**config.mk**
```make
export PLATFORM = sky130hd
export DESIGN_NAME = wr_resp_4ton_xbar_flat
export DESIGN_NICKNAME = d
export VERILOG_FILES = /design/src/rtl/wr_resp_4ton_xbar_pkg.sv /design/src/rtl/wr_resp_4ton_xbar_if.sv /design/src/rtl/wr_resp_4ton_xbar_rr_arb4.sv /design/src/rtl/wr_resp_4ton_xbar.sv /design/src/flat_wrapper.sv
export SDC_FILE = /design/constraint.sdc
export NUM_CORES = 1
export LEC_CHECK = 0
export ABC_AREA = 0
export CAP_MARGIN = 0
export CORE_ASPECT_RATIO = 1.4
export CORE_UTILIZATION = 55
export DETAILED_ROUTE_END_ITERATION = 6
export PLACE_DENSITY_LB_ADDON = 0.15
export RECOVER_POWER = 50
export REMOVE_ABC_BUFFERS = 1
export SLEW_MARGIN = 10
export SYNTH_ARGS = -nofsm -noshare
export SYNTH_HDL_FRONTEND = slang
export SYNTH_SLANG_ARGS = --single-unit
export TNS_END_PERCENT = 100
```
**constraint.sdc**
```tcl
create_clock -name clk -period 8.67 [get_ports clk]
set_input_delay 1.734 -clock clk [delete_from_list [all_inputs] [get_ports clk]]
set_output_delay 1.734 -clock clk [all_outputs]
set_load 0.01 [all_outputs]
```
**src/rtl/wr_resp_4ton_xbar_pkg.sv**
```systemverilog
// Shared definitions for the write-response return crossbar.
// Contents:
//   TXNID_WIDTH / SIDEBAND_WIDTH : default payload field widths
//   WR_RESP_BANK_NUM             : number of hash-slice banks feeding one direction
//   WR_RESP_DST_W                : default width of the requester index
//   wr_resp_pld_t                : one completion payload {txnid, sideband}
//   wr_resp_rr_idx()             : 2-bit wrap-around index helper for the RR search
package wr_resp_4ton_xbar_pkg;

  localparam int TXNID_WIDTH      = 8;
  localparam int SIDEBAND_WIDTH   = 4;
  localparam int WR_RESP_BANK_NUM = 4;
  localparam int WR_RESP_DST_W    = 3;

  typedef struct packed {
    logic [TXNID_WIDTH-1:0]    txnid;
    logic [SIDEBAND_WIDTH-1:0] sideband;
  } wr_resp_pld_t;

  // Bank index reached by stepping 'off' positions from 'base', wrapping 3->0.
  function automatic logic [1:0] wr_resp_rr_idx(input logic [1:0] base, input logic [1:0] off);
    return base + off;
  endfunction

endpackage

```
**src/rtl/wr_resp_4ton_xbar_if.sv**
```systemverilog
// Bus bundle between the 4 hash-slice banks of one direction, the return
// crossbar and the OUT_NUM requester ports.
//   bank_resp_*  : completions coming from the banks (vld/rdy + txnid, sideband, dst)
//   resp_*       : completions delivered to the requesters (vld/rdy + txnid, sideband)
// Modports:
//   master : the bank + requester environment (drives bank completions and resp_rdy)
//   slave  : the crossbar (drives bank_resp_rdy and the resp_* outputs)
//
// Handshake: a transfer happens on a rising edge where vld and rdy are both 1.
// A source holding vld=1 keeps vld and its payload stable until it sees rdy=1;
// vld never depends combinationally on rdy.
interface wr_resp_4ton_xbar_if
  import wr_resp_4ton_xbar_pkg::*;
#(
  parameter int OUT_NUM = 4,
  parameter int DST_W   = WR_RESP_DST_W,
  parameter int TXNID_W = TXNID_WIDTH,
  parameter int SB_W    = SIDEBAND_WIDTH
) ();

  logic [WR_RESP_BANK_NUM-1:0]              bank_resp_vld;
  logic [WR_RESP_BANK_NUM-1:0]              bank_resp_rdy;
  logic [WR_RESP_BANK_NUM-1:0][TXNID_W-1:0] bank_resp_txnid;
  logic [WR_RESP_BANK_NUM-1:0][SB_W-1:0]    bank_resp_sideband;
  logic [WR_RESP_BANK_NUM-1:0][DST_W-1:0]   bank_resp_dst;

  logic [OUT_NUM-1:0]                       resp_vld;
  logic [OUT_NUM-1:0]                       resp_rdy;
  logic [OUT_NUM-1:0][TXNID_W-1:0]          resp_txnid;
  logic [OUT_NUM-1:0][SB_W-1:0]             resp_sideband;

  modport master (
    output bank_resp_vld, bank_resp_txnid, bank_resp_sideband, bank_resp_dst, resp_rdy,
    input  bank_resp_rdy, resp_vld, resp_txnid, resp_sideband
  );

  modport slave (
    input  bank_resp_vld, bank_resp_txnid, bank_resp_sideband, bank_resp_dst, resp_rdy,
    output bank_resp_rdy, resp_vld, resp_txnid, resp_sideband
  );

endinterface

```
**src/rtl/wr_resp_4ton_xbar_rr_arb4.sv**
```systemverilog
// Four-way round-robin arbiter used once per requester output.
// Ports:
//   clk, rst_n : clock, asynchronous active-low reset
//   en         : grant allowed this cycle (output slot can take a completion)
//   req[3:0]   : banks requesting this output
//   gnt[3:0]   : one-hot grant, all zero when en=0 or no request
// The search starts at the stored pointer and wraps 3->0; the pointer moves
// to the bank after the winner only when a grant is issued.
module wr_resp_4ton_xbar_rr_arb4
  import wr_resp_4ton_xbar_pkg::*;
(
  input  logic       clk,
  input  logic       rst_n,
  input  logic       en,
  input  logic [3:0] req,
  output logic [3:0] gnt
);

  logic [1:0] ptr_q, ptr_d;
  logic [1:0] idx;

  always_comb begin
    gnt   = '0;
    ptr_d = ptr_q;
    idx   = '0;
    if (en) begin
      for (int k = 0; k < 4; k++) begin
        idx = wr_resp_rr_idx(ptr_q, 2'(k));
        // First requester found in priority order wins; later ones are masked.
        if (req[idx] && (gnt == 4'b0000)) begin
          gnt[idx] = 1'b1;
          ptr_d    = idx + 2'd1;
        end
      end
    end
  end

  always_ff @(posedge clk or negedge rst_n) begin
    if (!rst_n) begin
      ptr_q <= '0;
    end else begin
      ptr_q <= ptr_d;
    end
  end

endmodule

```
**src/rtl/wr_resp_4ton_xbar.sv**
```systemverilog
// Write-completion return crossbar for one direction.
// Routes completions from the 4 hash-slice banks to the requester port named
// by each completion's dst field, with one round-robin arbiter and one output
// register per requester.
// Ports:
//   clk, rst_n : clock, asynchronous active-low reset
//   bus        : bank completions in, requester completions out (slave side)
//   err_dst    : sticky, set when a completion names a port >= OUT_NUM
// Completions with an out-of-range dst are accepted immediately and dropped
// so a misbehaving bank never stalls.
module wr_resp_4ton_xbar
  import wr_resp_4ton_xbar_pkg::*;
#(
  parameter int OUT_NUM = 4,
  parameter int DST_W   = WR_RESP_DST_W,
  parameter int TXNID_W = TXNID_WIDTH,
  parameter int SB_W    = SIDEBAND_WIDTH
) (
  input  logic               clk,
  input  logic               rst_n,
  wr_resp_4ton_xbar_if.slave bus,
  output logic               err_dst
);

  localparam int NB = WR_RESP_BANK_NUM;

  typedef struct packed {
    logic [TXNID_W-1:0] txnid;
    logic [SB_W-1:0]    sideband;
  } pld_t;

  logic [OUT_NUM-1:0][NB-1:0] req;
  logic [OUT_NUM-1:0][NB-1:0] gnt;
  logic [NB-1:0]              illegal;
  logic [NB-1:0]              bank_rdy;
  logic [OUT_NUM-1:0]         slot_free;
  logic [OUT_NUM-1:0]         resp_vld_q, resp_vld_d;
  pld_t [OUT_NUM-1:0]         pld_q, pld_d;
  logic                       err_q, err_d;

  // Request matrix: each valid bank asks exactly one output, or none if its
  // dst is out of range.
  always_comb begin
    req     = '0;
    illegal = '0;
    for (int i = 0; i < NB; i++) begin
      illegal[i] = bus.bank_resp_vld[i] && (int'(bus.bank_resp_dst[i]) >= OUT_NUM);
      for (int j = 0; j < OUT_NUM; j++) begin
        req[j][i] = bus.bank_resp_vld[i] && (bus.bank_resp_dst[i] == DST_W'(j));
      end
    end
  end

  // A slot can load when empty or when its current entry leaves this cycle,
  // which gives back-to-back transfers at full rate.
  assign slot_free = ~resp_vld_q | bus.resp_rdy;

  for (genvar j = 0; j < OUT_NUM; j++) begin : g_out
    wr_resp_4ton_xbar_rr_arb4 u_arb (
      .clk   (clk),
      .rst_n (rst_n),
      .en    (slot_free[j]),
      .req   (req[j]),
      .gnt   (gnt[j])
    );

    assign bus.resp_txnid[j]    = pld_q[j].txnid;
    assign bus.resp_sideband[j] = pld_q[j].sideband;
  end

  always_comb begin
    resp_vld_d = resp_vld_q;
    pld_d      = pld_q;
    bank_rdy   = illegal;
    err_d      = err_q | (|illegal);
    for (int j = 0; j < OUT_NUM; j++) begin
      if (|gnt[j]) begin
        resp_vld_d[j] = 1'b1;
        for (int i = 0; i < NB; i++) begin
          if (gnt[j][i]) begin
            pld_d[j].txnid    = bus.bank_resp_txnid[i];
            pld_d[j].sideband = bus.bank_resp_sideband[i];
          end
        end
      end else if (slot_free[j]) begin
        resp_vld_d[j] = 1'b0;
      end
      // A bank requests a single output, so ORing the grant rows cannot
      // acknowledge one completion twice.
      bank_rdy = bank_rdy | gnt[j];
    end
  end

  assign bus.bank_resp_rdy = bank_rdy;
  assign bus.resp_vld      = resp_vld_q;
  assign err_dst           = err_q;

  always_ff @(posedge clk or negedge rst_n) begin
    if (!rst_n) begin
      resp_vld_q <= '0;
      pld_q      <= '0;
      err_q      <= 1'b0;
    end else begin
      resp_vld_q <= resp_vld_d;
      pld_q      <= pld_d;
      err_q      <= err_d;
    end
  end

endmodule

```
**src/flat_wrapper.sv**
```systemverilog
// flat-port wrapper written by rule: the top's interface ports become plain ports
module wr_resp_4ton_xbar_flat import wr_resp_4ton_xbar_pkg::*;
#(
  parameter int OUT_NUM = 4,
  parameter int DST_W   = WR_RESP_DST_W,
  parameter int TXNID_W = TXNID_WIDTH,
  parameter int SB_W    = SIDEBAND_WIDTH
)
  (clk, rst_n, err_dst, bus_bank_resp_vld, bus_bank_resp_txnid, bus_bank_resp_sideband, bus_bank_resp_dst, bus_resp_rdy, bus_bank_resp_rdy, bus_resp_vld, bus_resp_txnid, bus_resp_sideband);
  wr_resp_4ton_xbar_if #(.OUT_NUM(OUT_NUM), .DST_W(DST_W), .TXNID_W(TXNID_W), .SB_W(SB_W)) bus_i ();
  input  logic clk;
  input  logic rst_n;
  output logic err_dst;
  input wire logic [$bits(bus_i.bank_resp_vld)-1:0] bus_bank_resp_vld;
  input wire logic [$bits(bus_i.bank_resp_txnid)-1:0] bus_bank_resp_txnid;
  input wire logic [$bits(bus_i.bank_resp_sideband)-1:0] bus_bank_resp_sideband;
  input wire logic [$bits(bus_i.bank_resp_dst)-1:0] bus_bank_resp_dst;
  input wire logic [$bits(bus_i.resp_rdy)-1:0] bus_resp_rdy;
  output wire logic [$bits(bus_i.bank_resp_rdy)-1:0] bus_bank_resp_rdy;
  output wire logic [$bits(bus_i.resp_vld)-1:0] bus_resp_vld;
  output wire logic [$bits(bus_i.resp_txnid)-1:0] bus_resp_txnid;
  output wire logic [$bits(bus_i.resp_sideband)-1:0] bus_resp_sideband;
  assign bus_i.bank_resp_vld = bus_bank_resp_vld;
  assign bus_i.bank_resp_txnid = bus_bank_resp_txnid;
  assign bus_i.bank_resp_sideband = bus_bank_resp_sideband;
  assign bus_i.bank_resp_dst = bus_bank_resp_dst;
  assign bus_i.resp_rdy = bus_resp_rdy;
  assign bus_bank_resp_rdy = bus_i.bank_resp_rdy;
  assign bus_resp_vld = bus_i.resp_vld;
  assign bus_resp_txnid = bus_i.resp_txnid;
  assign bus_resp_sideband = bus_i.resp_sideband;
  wr_resp_4ton_xbar #(.OUT_NUM(OUT_NUM), .DST_W(DST_W), .TXNID_W(TXNID_W), .SB_W(SB_W)) u_core (.clk(clk), .rst_n(rst_n), .bus(bus_i), .err_dst(err_dst));
endmodule
```
**Yosys cells after proc, flatten, opt, wreduce, memory -nomap -nowiden**

Index checks and enable logic that the tools add are counted.

- Add/subtract/negate cells: 24
- Magnitude comparators: 36
- Eq/ne operators: 12
- Mux-type cells: 136
- Bitwise logic cells: 19
- Reductions and logical operators: 89

Operator list:

| cell | number |
|---|---|
| 2-to-1 mux 12 bit | 16 |
| 2-to-1 mux 4 bit | 32 |
| OR 4 bit | 17 |
| logical AND 1 bit | 48 |
| zero test 4 bit | 12 |
| < comparator 2 x 3 -> 1 bit (second input constant) | 16 |
| 2-to-1 mux 1 bit | 40 |
| adder 2 x 1 -> 2 bit (second input constant) | 16 |
| binary-select mux 1 bit (select 2 bit) | 16 |
| demux 1 bit (select 2 bit) | 16 |
| >= comparator 2 x 1 -> 1 bit (second input constant) | 16 |
| 2-to-1 mux 2 bit | 16 |
| nonzero test 4 bit | 8 |
| == test 3 x 2 -> 1 bit (second input constant) | 8 |
| OR reduction 4 bit | 5 |
| adder 2 bit (second input constant) | 8 |
| AND reduction 2 bit | 8 |
| == test 3 x 1 -> 1 bit (second input constant) | 4 |
| >= comparator 3 bit (second input constant) | 4 |
| zero test 3 bit | 4 |
| nonzero test 2 bit | 4 |
| inverter 4 bit | 1 |
| OR 1 bit | 1 |

- Register bits after elaboration: 61
- Bits of input ports: 70
- Output and inout bits: 57
- Logic and storage cells: 333

**Longest topological paths before layout**

- Word-level depth: 22
- Gate-level depth with buffers: 13
- Mapped depth without buffers: 11

**Hierarchy**

From an unflattened synthesis, not the netlist that was laid out.

- Cells, all modules: 635
- Area, all modules: 6160.9 um2

By module, submodules not included:

| module | instances | cells each | area each (um2) | seq. area each (um2) |
|---|---|---|---|---|
| wr_resp_4ton_xbar | 1 | 366 | 3662.3 | 1326.3 |
| wr_resp_4ton_xbar_rr_arb4 at u_core.g_out[1].u_arb ... | 2 | 65 | 620.6 | 50.0 |
| wr_resp_4ton_xbar_rr_arb4 at u_core.g_out[3].u_arb | 1 | 74 | 648.1 | 50.0 |
| wr_resp_4ton_xbar_rr_arb4 at u_core.g_out[0].u_arb | 1 | 65 | 609.3 | 50.0 |

**Worst setup path before layout**

Ideal clock, no wire load.

- Kind: input to output
- From: in bus_bank_resp_vld[0]
- To: out bus_bank_resp_rdy[1]
- Data arrival time: 4218 ps
- Required time: 6936 ps
- Slack: 2718 ps
- Stages on the path: 10
- Buffers on the path: 2
- Cell sequence: buf_2 or4bb_1 mux4_2 a211oi_2 nor4b_2 a222oi_1 a21oi_2 clkbuf_1 a21oi_1 nand3_1

- Longest elaborated chain between the ends: 21
- Elaborated cells between the ends (all ways): 108
- Classes of those cells: mux: 64; bitwise: 16; reduce/logical: 28

RTL lines:

| what | line | RTL |
|---|---|---|
| from (decl) | flat_wrapper.sv:14 | `input wire logic [$bits(bus_i.bank_resp_vld)-1:0] bus_bank_resp_vld;` |
| logical AND 1 bit | wr_resp_4ton_xbar.sv:49 | `req[j][i] = bus.bank_resp_vld[i] && (bus.bank_resp_dst[i] == DST_W'(j));` |
| binary-select mux 1 bit (select 2 bit) | wr_resp_4ton_xbar_rr_arb4.sv:30 | `if (req[idx] && (gnt == 4'b0000)) begin` |
| 2-to-1 mux 1 bit (not written as such) | wr_resp_4ton_xbar_rr_arb4.sv:30 |  |
| 2-to-1 mux 4 bit | wr_resp_4ton_xbar_rr_arb4.sv:30 |  |
| 2-to-1 mux 4 bit | wr_resp_4ton_xbar_rr_arb4.sv:26 | `if (en) begin` |
| zero test 4 bit | wr_resp_4ton_xbar_rr_arb4.sv:30 |  |
| logical AND 1 bit | wr_resp_4ton_xbar_rr_arb4.sv:30 |  |
| 2-to-1 mux 4 bit | wr_resp_4ton_xbar_rr_arb4.sv:30 |  |
| (+3 left out) | - |  |
| 2-to-1 mux 4 bit | wr_resp_4ton_xbar_rr_arb4.sv:30 |  |
| 2-to-1 mux 4 bit | wr_resp_4ton_xbar_rr_arb4.sv:26 |  |
| zero test 4 bit | wr_resp_4ton_xbar_rr_arb4.sv:30 |  |
| logical AND 1 bit | wr_resp_4ton_xbar_rr_arb4.sv:30 |  |
| 2-to-1 mux 4 bit | wr_resp_4ton_xbar_rr_arb4.sv:30 |  |
| 2-to-1 mux 4 bit | wr_resp_4ton_xbar_rr_arb4.sv:26 |  |
| OR 4 bit (3 in a row) | wr_resp_4ton_xbar.sv:90 | `bank_rdy = bank_rdy \| gnt[j];` |
| OR 4 bit (*) | wr_resp_4ton_xbar.sv:90 |  |
| to (decl) | flat_wrapper.sv:19 | `output wire logic [$bits(bus_i.bank_resp_rdy)-1:0] bus_bank_resp_rdy;` |

Mark *: on every way between the ends. The rest lies on a longest branch, timed or not. The select of a mux whose other input is x is not followed.

**Worst setup path in the final report**

- From: in bus_bank_resp_vld[0]
- To: out bus_bank_resp_rdy[3]

Same word-level chain as after synthesis.

==> results.ini <==
[timing]
hold_viol_final=0
rsz0062_at_grt=no
worst_pin_slew_ps=3566
maxSlewHeadroom_pct=-137.7
skew_ps=3.182
setup_tns_ps=0
fin_crit_sh_pct=88.14
period_minus_slack_ps=7642
fmax_mhz=130.9
setup_viol=0
hold_slack_ps=509.0
slew_violations=62

[global_route]
antenna_found_initial=0
grt_pass1_vias=6782
met3_usage_pct=7.805
track_usage_pct=37.39
met1_usage_pct=43.61
grt_pass1_wl_mm=34.98
grt-ovfl-total=0
busiest_layer=met2
grtUsageMet2_pct=63.67
grt_max_degree=62

[logic_synthesis]
synth_top_cells_by_area=dfrtp_1, mux4_2, ha_1, mux2i_1, nand2_1
synth_edf_count=0
synth_area_mm2=0.006362
synth-seq-area-share_pct=23.99
async_flop_share_pct=100.0
synth_top_cell_area_share_pct=23.99
syn_area_per_cell_um2=8.494
synth-seq-cells=61
netlist_top_cells_count=nand2_1, dfrtp_1, nor2_1
synth_ff_type=dfrtp_1
ys_warn_count=0
syn_inst=749
synthMostInstantiatedCell=nand2_1
synth.distinct_cells=77
synth_top_area_cell=dfrtp_1

[place]
placed_area_mm2=0.007656
dp.final_hpwl_mm=15.53
gp_congestion=0.8742
portBuffers=126

[critical_path]
slowest_delay_ps=900
cp.arrival_ps=5910
cp_num_buf_inv=2
worstPathRequired_ps=6940
setup.worst_path.class=input port to output pin
end_kind=output pin
crit_top_cell=a21oi_1
startpoint_type=input port
critPathTopFamily=compound AO/OA/AOI/OAI gates
crit_path_top_delay_cell=a311o_1
path_cells=dlygate4sd3_1 -> or4b_1 -> mux4_2 -> a21o_1 -> a21oi_1 -> and3_1 -> a311o_1 -> a21oi_1 -> nand4_1 -> clkdlybuf4s50_1
path_max_fanout=26

[cts]
clkTransAtPathRegs_ps=60
htreeDepth=3
clockBufferDepth=2
cts_resized=0
postCtsSetupRepairBufs=0
clock-sinks=61
clk_latency_ps=340
cts_buffers=9
cts_root_buffer=clkbuf_16
cts_tree=done
cts_hold_buf=0

[run_status]
failed_checks=capacitance limit, slew limit
status=finished with violations

[routing]
drt_iter0_drc=652
avgRoutedWirePerCell_um=22.15
drtAntennaViolNets=0
drt-total-wl_mm=22.04
drt_first_pass_iters=6
num_vias=6923
drc=0
viasPerCell=6.958

[floorplanning]
coreArea_mm2=0.01128
die_area_mm2=0.01201
num_rows=46
initial_core_util_pct=56.40
fp.dieW_um=92.90
die_h_um=129.3
ios=127

[pwr]
p_leak_nw=3.127
powerDensity_mw_per_mm2=344.3
ir_drop_v=0.0002054

[min_path]
hold_class=flip-flop to flip-flop

[cells_and_area]
area_growth_pct=25.41
diodes=0
drive_gt1_share_pct=9.166
final_cell_area_mm2=0.007979
nFillCells=904
nets=947

[job]
drv_cap=1

[cell families after synthesis]
kind of cell	after synthesis	synth area share (%)
AND/OR/NAND/NOR	265	22.58
adder cells (fa/ha/maj)	31	6.096
AO/OA/AOI/OAI	248	28.59
multiplexers	55	12.59
XOR/XNOR	4	0.5506
flip-flops	61	23.99
buffers and inverters	85	5.605
[cell usage in the layout, fill, tap and decap left out, types with 19 or more instances in the layout]
cell type,count
mux2i_1,35
nor3_1,27
dfrtp_1,61
a21oi_1,34
inv_1,33
nor2_1,41
ha_1,31
o21ai_0,19
clkdlybuf4s50_1,97
a31oi_1,35
dlygate4sd3_1,28
mux4_2,20
nand2_1,89
o221ai_1,27
[metal layers]
metal  up-vias  part of all wire (%)  routed length [um]
li1       3094                     -                   -
met1      3278                    37                8225
met2       459                    49               10900
met5         -                     0                   0
met3        92                   8.8                1931
met4         0                   4.5                 981
[through the flow]
step | power, mW | setup slack, ps | instances | utilization, %
5_1_grt | 2.915 | 878.6 | 995 | 70.73
3_5_place_dp | 2.326 | 1137 | 979 | 67.87
2_1_floorplan | 1.655 | 2722 | 698 | -
3_3_place_gp | 2.291 | 1304 | 979 | 67.87
6_report | 2.747 | 1028 | 995 | 70.73
4_1_cts | 2.743 | 1132 | 995 | 70.76
[flip-flops by register name (all words and copies together) (netlist names)]
register,count
u_core.bus.resp_txnid,32
u_core.g_out.u_arb.ptr_q,8
u_core.bus.resp_sideband,16
u_core.err_dst,1
u_core.bus.resp_vld,4
[where the power goes]
part / leakage (nW) / total [mW] / switching (mW) / internal [mW]
clock network: 0.163 / 0.408 / 0.141 / 0.267
logic: 2.26 / 1.77 / 1.00 / 0.769
registers: 0.701 / 0.567 / 0.130 / 0.437
[worst paths after layout]
| kind | slack [ps] | to | depth (start not counted) | startpoint |
|---|---|---|---|---|
| max | 1030 | bus_bank_resp_rdy[3] | 10 | bus_bank_resp_vld[0] |
| min | 510 | u_core.err_dst | 2 | u_core.err_dst |
| max reg2reg | 3750 | u_core.bus.resp_sideband[5] | 10 | u_core.g_out[1].u_arb.ptr_q[0] |
| min reg2reg | 510 | u_core.err_dst | 2 | u_core.err_dst |
| max in group asynchronous | 3950 | u_core.bus.resp_sideband[4] | 2 | rst_n |
| min in group asynchronous | 2710 | u_core.g_out[1].u_arb.ptr_q[1] | 2 | rst_n |
[worst reg2reg max path: cells and delay by family, from the launching register on]
family	cells	cell delay, ps
compound gates	4	1420
simple gates	2	1170
mux	1	600
buf+inv	2	590
flops	1	490
fa+ha+maj	1	470
[cell type report]
type / instances / area (um^2) / area share [%]
clock buffer: 12 / 256.5 / 3.215
clock inverter: 4 / 70.07 / 0.8782
inverter: 34 / 127.6 / 1.599
multi-input combinational: 603 / 4483 / 56.19
sequential: 61 / 1526 / 19.13
tap: 144 / 180.2 / 2.258
timing repair buffer: 137 / 1335 / 16.73
Power figures use the tool's default switching activity.
